[src/rtl/data_parse.sv]
// data_parse: receive-side decoder splitting INFO/DATA packets into device status and per-device sample streams
module data_parse #(
    parameter logic [15:0] TIMEOUT = 16'd1000,
    parameter logic [3:0]  IDX_MAX = 4'h5
) (
    input  logic        clk,
    input  logic        rst,
    input  logic [7:0]  rx_data,
    input  logic        rx_valid,
    output logic        rx_ready,
    output logic [15:0] dev_stat,
    output logic [63:0] dev_temp,
    output logic        info_done,
    output logic [7:0]  hdr_com,
    output logic [3:0]  hdr_idx,
    output logic [7:0]  dout,
    output logic [2:0]  dout_dev,
    output logic        dout_valid,
    output logic        dout_last,
    output logic [31:0] trgg,
    output logic        data_done,
    output logic        err,
    output logic [2:0]  err_code
);
    typedef enum logic [2:0] {
        S_IDLE, S_SYNC, S_INFO, S_DHDR, S_DSEL, S_DPAY, S_DTRG, S_DONE
    } state_t;
    localparam logic [2:0] E_SYNC  = 3'd1;
    localparam logic [2:0] E_INFO  = 3'd2;
    localparam logic [2:0] E_NOLEN = 3'd3;
    localparam logic [2:0] E_TOUT  = 3'd4;
    localparam logic [2:0] E_IDX   = 3'd5;
    state_t      r_state;
    logic        r_live;
    logic        r_is_data;
    logic [11:0] r_cnt;
    logic [15:0] r_idle;
    logic [3:0]  r_dev;
    logic [9:0]  r_dlen;
    logic [15:0] r_sh_stat;
    logic [63:0] r_sh_temp;
    logic [15:0] r_dev_stat;
    logic [63:0] r_dev_temp;
    logic        r_info_done;
    logic [7:0]  r_hdr_com;
    logic [3:0]  r_hdr_idx;
    logic [7:0]  r_dout;
    logic [2:0]  r_dout_dev;
    logic        r_dout_valid;
    logic        r_dout_last;
    logic [31:0] r_trgg;
    logic        r_data_done;
    logic        r_err;
    logic [2:0]  r_err_code;
    logic        w_acc;
    logic        w_tout;
    logic [1:0]  w_code;
    logic        w_sel;
    logic [9:0]  w_len;
    logic        w_last;
    // r_live keeps rx_ready low while reset is held and in the first cycle after it
    assign rx_ready = r_live && (r_state != S_DSEL) && (r_state != S_DONE);
    assign w_acc    = rx_valid && rx_ready;
    assign w_tout   = (r_state != S_IDLE) && !w_acc && (r_idle == TIMEOUT - 16'd1);
    assign w_code   = 2'(r_dev_stat >> (4'd14 - {r_dev[2:0], 1'b0}));
    assign w_sel    = r_hdr_com[3'd7 - r_dev[2:0]];
    assign w_len    = 10'd64 << w_code;
    assign w_last   = r_cnt == ({2'b00, r_dlen} - 12'd1);
    assign dev_stat   = r_dev_stat;
    assign dev_temp   = r_dev_temp;
    assign info_done  = r_info_done;
    assign hdr_com    = r_hdr_com;
    assign hdr_idx    = r_hdr_idx;
    assign dout       = r_dout;
    assign dout_dev   = r_dout_dev;
    assign dout_valid = r_dout_valid;
    assign dout_last  = r_dout_last;
    assign trgg       = r_trgg;
    assign data_done  = r_data_done;
    assign err        = r_err;
    assign err_code   = r_err_code;
    // Idle counter: cycles inside a packet without an accepted byte
    always_ff @(posedge clk or posedge rst) begin
        if (rst)
            r_idle <= '0;
        else
            r_idle <= (r_state == S_IDLE || w_acc) ? 16'd0 : r_idle + 16'd1;
    end
    // Packet FSM with all registered outputs; byte counter restarts on every state change
    always_ff @(posedge clk or posedge rst) begin
        if (rst) begin
            r_state      <= S_IDLE;
            r_live       <= 1'b0;
            r_is_data    <= 1'b0;
            r_cnt        <= '0;
            r_dev        <= '0;
            r_dlen       <= '0;
            r_sh_stat    <= '0;
            r_sh_temp    <= '0;
            r_dev_stat   <= '0;
            r_dev_temp   <= '0;
            r_info_done  <= 1'b0;
            r_hdr_com    <= '0;
            r_hdr_idx    <= '0;
            r_dout       <= '0;
            r_dout_dev   <= '0;
            r_dout_valid <= 1'b0;
            r_dout_last  <= 1'b0;
            r_trgg       <= '0;
            r_data_done  <= 1'b0;
            r_err        <= 1'b0;
            r_err_code   <= '0;
        end else begin
            r_live       <= 1'b1;
            r_info_done  <= 1'b0;
            r_data_done  <= 1'b0;
            r_dout_valid <= 1'b0;
            r_dout_last  <= 1'b0;
            r_err        <= 1'b0;
            if (w_acc)
                r_cnt <= r_cnt + 12'd1;
            if (w_tout) begin
                r_err      <= 1'b1;
                r_err_code <= E_TOUT;
                r_state    <= S_IDLE;
                r_cnt      <= '0;
            end else begin
                case (r_state)
                    S_IDLE: begin
                        r_cnt <= '0;
                        if (w_acc && (rx_data == 8'h66 || rx_data == 8'h55)) begin
                            r_is_data <= rx_data == 8'h55;
                            r_state   <= S_SYNC;
                        end
                    end
                    S_SYNC: begin
                        if (w_acc) begin
                            r_cnt <= '0;
                            if (rx_data == (r_is_data ? 8'hAA : 8'hBB)) begin
                                r_state <= r_is_data ? S_DHDR : S_INFO;
                            end else begin
                                r_err      <= 1'b1;
                                r_err_code <= E_SYNC;
                                r_state    <= S_IDLE;
                            end
                        end
                    end
                    S_INFO: begin
                        if (w_acc) begin
                            if ((r_cnt == 12'd0 && rx_data != 8'h00) || (r_cnt == 12'd1 && rx_data != 8'h1E)) begin
                                r_err      <= 1'b1;
                                r_err_code <= E_INFO;
                                r_state    <= S_IDLE;
                                r_cnt      <= '0;
                            end else begin
                                if (r_cnt == 12'd2)
                                    r_sh_stat[15:8] <= rx_data;
                                if (r_cnt == 12'd3)
                                    r_sh_stat[7:0] <= rx_data;
                                r_sh_temp <= {r_sh_temp[55:0], rx_data};
                                if (r_cnt == 12'd11) begin
                                    r_dev_stat  <= r_sh_stat;
                                    r_dev_temp  <= {r_sh_temp[55:0], rx_data};
                                    r_info_done <= 1'b1;
                                    r_state     <= S_IDLE;
                                    r_cnt       <= '0;
                                end
                            end
                        end
                    end
                    S_DHDR: begin
                        if (w_acc) begin
                            if (r_cnt == 12'd0) begin
                                r_hdr_com <= rx_data;
                            end else begin
                                r_hdr_idx <= rx_data[3:0];
                                r_cnt     <= '0;
                                r_dev     <= '0;
                                if (rx_data[7:4] != 4'd0 || rx_data[3:0] > IDX_MAX) begin
                                    r_err      <= 1'b1;
                                    r_err_code <= E_IDX;
                                    r_state    <= S_IDLE;
                                end else begin
                                    r_state <= S_DSEL;
                                end
                            end
                        end
                    end
                    S_DSEL: begin
                        r_cnt <= '0;
                        if (r_dev[3]) begin
                            r_state <= S_DTRG;
                        end else if (!w_sel) begin
                            r_dev <= r_dev + 4'd1;
                        end else if (w_code == 2'b00) begin
                            r_err      <= 1'b1;
                            r_err_code <= E_NOLEN;
                            r_state    <= S_IDLE;
                        end else begin
                            r_dlen  <= w_len;
                            r_state <= S_DPAY;
                        end
                    end
                    S_DPAY: begin
                        if (w_acc) begin
                            r_dout       <= rx_data;
                            r_dout_dev   <= r_dev[2:0];
                            r_dout_valid <= 1'b1;
                            r_dout_last  <= w_last;
                            if (w_last) begin
                                r_dev   <= r_dev + 4'd1;
                                r_state <= S_DSEL;
                                r_cnt   <= '0;
                            end
                        end
                    end
                    S_DTRG: begin
                        if (w_acc) begin
                            r_trgg <= {r_trgg[23:0], rx_data};
                            if (r_cnt == 12'd3) begin
                                r_data_done <= 1'b1;
                                r_state     <= S_DONE;
                                r_cnt       <= '0;
                            end
                        end
                    end
                    default: begin
                        r_cnt   <= '0;
                        r_state <= S_IDLE;
                    end
                endcase
            end
        end
    end
endmodule
[config.mk]
export PLATFORM = sky130hd
export DESIGN_NAME = data_parse
export DESIGN_NICKNAME = d
export VERILOG_FILES = /design/src/rtl/data_parse.sv
export SDC_FILE = /design/constraint.sdc
export NUM_CORES = 1
export LEC_CHECK = 0
export ABC_AREA = 1
export CAP_MARGIN = 15
export CORE_UTILIZATION = 59
export DETAILED_ROUTE_END_ITERATION = 10
export PLACE_DENSITY = 0.83
export SLEW_MARGIN = 20
export SYNTH_ARGS = -nofsm -noshare
export SYNTH_HDL_FRONTEND = slang
export SYNTH_SLANG_ARGS = --single-unit
[constraint.sdc]
create_clock -name clk -period 14.3 [get_ports clk]
set_input_delay 1.43 -clock clk [delete_from_list [all_inputs] [get_ports clk]]
set_output_delay 1.43 -clock clk [all_outputs]
set_load 0.005 [all_outputs]
Word-level counts from Yosys, hierarchy flattened
Cells that the tools add are included.
{"block": "totals", "regBits": 262, "output_inout_bits": 144, "elab_cells": 197, "in_bits": 11}
{"block": "classes", "n_eq_ne": 41, "shifts": 2, "n_mux": 82, "addsub": 6, "n_bitwise": 5, "n_reduce_logical": 35, "magnitude_cmp": 2}
{"cell": "$mux 12", "count": 12}
{"cell": "$mux 3", "count": 27}
{"cell": "$pmux 12 s5", "count": 1}
{"cell": "$ne 3x3->1 const B", "count": 16}
{"cell": "$mux 1", "count": 28}
{"cell": "$eq 12x2->1 const B", "count": 2}
{"cell": "$mux 4", "count": 6}
{"cell": "$reduce_and 11->1", "count": 2}
{"cell": "$pmux 3 s7", "count": 1}
{"cell": "$reduce_and 5->1", "count": 4}
{"cell": "$add 16x1->16 const B", "count": 1}
{"cell": "$eq 16x10->1 const B", "count": 1}
{"cell": "$eq 8x7->1 const B", "count": 2}
{"cell": "$mux 16", "count": 1}
{"cell": "$shr 16x4->2", "count": 1}
{"cell": "$add 12x1->12 const B", "count": 1}
{"cell": "$eq 12x1->1 const B", "count": 1}
{"cell": "$eq 12x12->1", "count": 1}
{"cell": "$eq 12x4->1 const B", "count": 1}
{"cell": "$logic_not 12->1", "count": 1}
{"cell": "$ne 2x2->1 const B", "count": 6}
{"cell": "$pmux 3 s4", "count": 1}
{"cell": "$pmux 4 s3", "count": 1}
{"cell": "$reduce_and 4->1", "count": 3}
{"cell": "other kinds (31)", "count": 52}

Longest topological paths before layout
{"block": "depth", "word_depth": 10, "ltp_mapped": 15, "depth_no_buf": 15}

Worst setup path after synthesis
OpenSTA, ideal clock, no wires.
{"block": "synth_timing", "path_kind": "input -> register", "from": "input port rx_data[5]", "to": "register r_sh_stat[11]", "cell_stages": 11, "slack_ps": 11601, "setup_time_ps": 130, "required_time_ps": 14170, "arrival_time_ps": 2569, "cell_sequence": "inv_2 > nand2_1 > nor2_2 > nand2_1 > nand3_2 > nand2_2 > nor3_4 > buf_6 > nand4_4 > nand2_1 > o21ai_1"}
{"block": "synth_via", "elab_chain_cells": 5, "elab_cells_between_ends": 7}
{"element": "from (decl)", "line": "8", "source": "input logic [7:0] rx_data,"}
{"element": "$ne 8x5->1 or $reduce_bool 8->1 (tied branches)", "line": "150", "source": "if ((r_cnt == 12'd0 && rx_data != 8'h00) || (r_cnt == 12'd1 && rx_data != 8'h1E)) begin"}
{"element": "$logic_and 1x1->1", "line": "150"}
{"element": "$logic_or 1x1->1 *", "line": "150"}
{"element": "$not 1->1 (no source line) *"}
{"element": "$reduce_and 5->1 (no source line) *"}
{"element": "to (signal assigned)", "line": "157", "source": "r_sh_stat[15:8] <= rx_data;"}
{"element": "to (decl)", "line": "40", "source": "logic [15:0] r_sh_stat;"}
Every way passes the cells marked *; elsewhere a longest branch is shown, timed or not.
A chain may end at the register's enable or synchronous reset.

Final worst setup path
{"block": "layout_timing", "from": "input port rx_data[4]", "to": "register r_sh_stat[14]"}
The elaborated chain is that of the path after synthesis.

==> impl_metrics.yaml <==
synthesis:
  syn_area_per_cell_um2: 8.90
  synth_cell_types: 43
  synth_edf_count: 0
  syn_nets: 1301
  seq_area_frac_synth_pct: 56.2
  syn_inst: 1282
  synth-main-ff-cell: "dfrtp_1"
  ys_warn_count: 0
  netlist_area_mm2: 0.0114
  synth-async-reset-ratio_pct: 100
  ys_seq_elements: 256
worst_setup_path:
  arrival_ps: 4180
  cp-end-kind: "register"
  worstSetupStartpointType: "input port"
  path_max_fanout: 107
  worstPathRequired_ps: 14710
  crit_path_cell_trace: "clkdlybuf4s50_1 > inv_2 > nand2_1 > nor2_2 > nand2_1 > nand3_2 > nand2_2 > nor3_4 > buf_4 > nand4_1 > nand2_1 > o21ai_1"
  cp_common_cell: "nand2_1"
  crit_slowest_cell: "buf_4"
  critPathTopFamily: "buffers and inverters"
  critPathKind: "input port to register"
  slowest_delay_ps: 720
  crit_buf_inv: 3
placement:
  post_dp_cell_area_mm2: 0.0130
  portBuffers: 154
  placedCellCount: 1647
  dp_hpwl_mm: 18.8
  gp_congestion: 0.887
  dp_slack_ps: 9750
clock_tree:
  cts-buffers-inserted: 26
  clock-sinks: 256
  clkTransAtPathRegs_ps: 60
  max-clock-path-buffers: 3
  htreeDepth: 1
  cts_hold_buf: 0
  cts_setup_buffers: 0
  ctsResizeCount: 0
  clkLatencyLatePin_ps: 530
  cts_tree: "done"
  root_buffer: "clkbuf_16"
die:
  dieArea_mm2: 0.0199
  die_h_um: 141
  start_util_pct: 60.6
  num_rows: 50
  die_w_um: 141
  io_pins: 155
  core_mm2: 0.0188
pwr:
  combPwrFrac_pct: 5.9
  power_leakage_nw: 6.63
  seqPwrFrac_pct: 49.5
  cellPowerDensity_mw_per_mm2: 108
  power_switching_share_pct: 23.1
  ir_drop_mv: 0.100
  p_clk_share_pct: 44.7
  p_switching_mw: 0.347
  intPower_mw: 1.15
worst_hold_path:
  holdCritPathClass: "register to register"
sta:
  rsz0062_at_grt: "false"
  final-setup-viol-count: 0
  setup_tns_ps: 0
  fin_skew_ps: 9.36
  slew_viol_final: 0
  period_minus_slack_ps: 3770
  fmax_mhz: 266
  min_period_over_period_pct: 26.3
  setup_slack_ps: 10530
  finalHoldViolations: 0
  relSlewSlack_pct: 32.6
  tightest_slew_ps: 1010
cells_and_area:
  fill_cells: 1355
  instances_no_fill: 1695
  layout-drive-gt1-share_pct: 8.36
  finalNetCount: 1434
  final_cell_mix: "322 x nand2_1, 256 x dfrtp_1, 170 x o21ai_0"
  diodes: 0
  final_cell_area_mm2: 0.0139
  final_common_cell: "nand2_1"
  syn2layout_area_growth_pct: 21.8
drt:
  wl_mm: 28.0
  drc: 0
  first_pass_iters: 6
  antenna_left: 0
  drt-wirelength-per-cell_um: 16.5
  vias: 9201
  drtIter0Drc: 801
  via_per_inst: 5.43
grt:
  antenna_found_initial: 0
  grt-ovfl-total: 0
  grt_first_pass_wirelength_mm: 44.9
  grtUsageMet3_pct: 4.14
  grtUsageMet1_pct: 38.8
  grt_max_degree: 131
  met2_usage_pct: 48.5
  first_global_vias: 8725
  busiest_layer: "met2"
  grtUsageTotal_pct: 28.7
job:
  maxCapViolCount: 0
outcome:
  status: "complete, no violations"
==> through the flow <==
| stage | hold WS [ps] | util, % | power, mW |
|---|---|---|---|
| 4_1_cts | 470 | 73.7 | 1.51 |
| 5_1_grt | 492 | 73.8 | 1.55 |
| 6_report | 465 | 73.8 | 1.50 |
| 3_3_place_gp | 451 | 69.2 | 0.840 |
| 2_1_floorplan | 433 | - | 0.815 |
| 3_5_place_dp | 463 | 69.2 | 0.842 |
==> worst paths after layout <==
kind	start	to	slack, ps	cells after the start
setup / recovery	rx_data[4]	r_sh_stat[14]$_DFFE_PP0P_	10530	12
hold / removal	r_idle[0]$_DFF_PP0_	r_idle[0]$_DFF_PP0_	460	1
setup reg to reg	r_state[0]$_DFFE_PP0P_	r_sh_stat[14]$_DFFE_PP0P_	11320	8
hold reg to reg	r_idle[0]$_DFF_PP0_	r_idle[0]$_DFF_PP0_	460	1
max in group asynchronous	rst	r_idle[8]$_DFF_PP0_	11070	4
min in group asynchronous	rst	trgg[16]$_DFFE_PP0P_	1410	2
==> sequential cells by signal, summed over array words and instances, names as in the netlist <==
signal,count
dev_temp,64
r_dlen,4
dout_valid,1
err,1
r_idle,16
hdr_com,8
r_dev,4
dev_stat,16
r_state,3
dout_last,1
dout,8
r_sh_stat,16
r_sh_temp,56
info_done,1
hdr_idx,4
dout_dev,3
r_live,1
data_done,1
err_code,3
r_cnt,12
r_is_data,1
trgg,32
==> area by class of cell <==
| cell class | instances | area, um^2 | area share (%) |
|---|---|---|---|
| repair buffers | 158 | 1580 | 11.4 |
| flip-flops and latches | 256 | 6410 | 46.1 |
| well taps | 260 | 325 | 2.34 |
| multi-input cells | 810 | 4110 | 29.5 |
| clock buffers | 38 | 736 | 5.29 |
| clock inverters | 10 | 121 | 0.873 |
| inverters | 163 | 619 | 4.46 |
==> cells by family (layout without fill, tap and decap cells) <==
kind of cell	count (synthesis)	in the layout	share of synthesized area (%)
buffers and inverters	216	369	7.94
AO/OA/AOI/OAI	227	227	10.1
adder cells (fa/ha/maj)	8	8	0.878
AND/OR/NAND/NOR	532	532	20.9
multiplexers	30	30	3.02
flip-flops	256	256	56.2
other	1	1	0.0329
XOR/XNOR	12	12	0.921
==> power by group through the flow <==
stage | sequential, mW | combinational (mW) | clock (mW)
after global routing | 0.742 | 0.0985 | 0.709
after CTS | 0.742 | 0.0884 | 0.677
after floorplan | 0.749 | 0.0657 | 0
after global placement | 0.754 | 0.0861 | 0
final | 0.742 | 0.0880 | 0.670
after detailed placement | 0.755 | 0.0874 | 0
==> layer usage <==
| metal | routed length (um) | share of wire [%] | vias up |
|---|---|---|---|
| met3 | 1730 | 6.2 | 54 |
| met1 | 11700 | 42 | 4422 |
| met5 | 0 | 0 | - |
| li1 | - | - | 4375 |
| met2 | 13900 | 50 | 350 |
| met4 | 697 | 2.5 | 0 |
==> cells in the mapped netlist, types with 5 or more instances <==
| cell type | instances | area (um^2) |
|---|---|---|
| nand2_1 | 323 | 1210 |
| dfrtp_1 | 256 | 6410 |
| o21ai_0 | 170 | 851 |
| inv_1 | 150 | 563 |
| nor2_1 | 68 | 255 |
| nand3_1 | 59 | 295 |
| a21oi_1 | 30 | 150 |
| mux2_2 | 26 | 293 |
| nor3_1 | 22 | 110 |
| clkbuf_1 | 21 | 78.8 |
| o21ai_1 | 19 | 95.1 |
| nand4_1 | 18 | 113 |
| buf_2 | 15 | 75.1 |
| buf_4 | 12 | 90.1 |
| xor2_1 | 12 | 105 |
| inv_2 | 11 | 41.3 |
| ha_1 | 8 | 100 |
| nor2_2 | 7 | 43.8 |
| nor2_4 | 7 | 78.8 |
| nand2_2 | 5 | 31.3 |
| nand3_2 | 5 | 50.1 |
(Power assumes the default switching activity.)
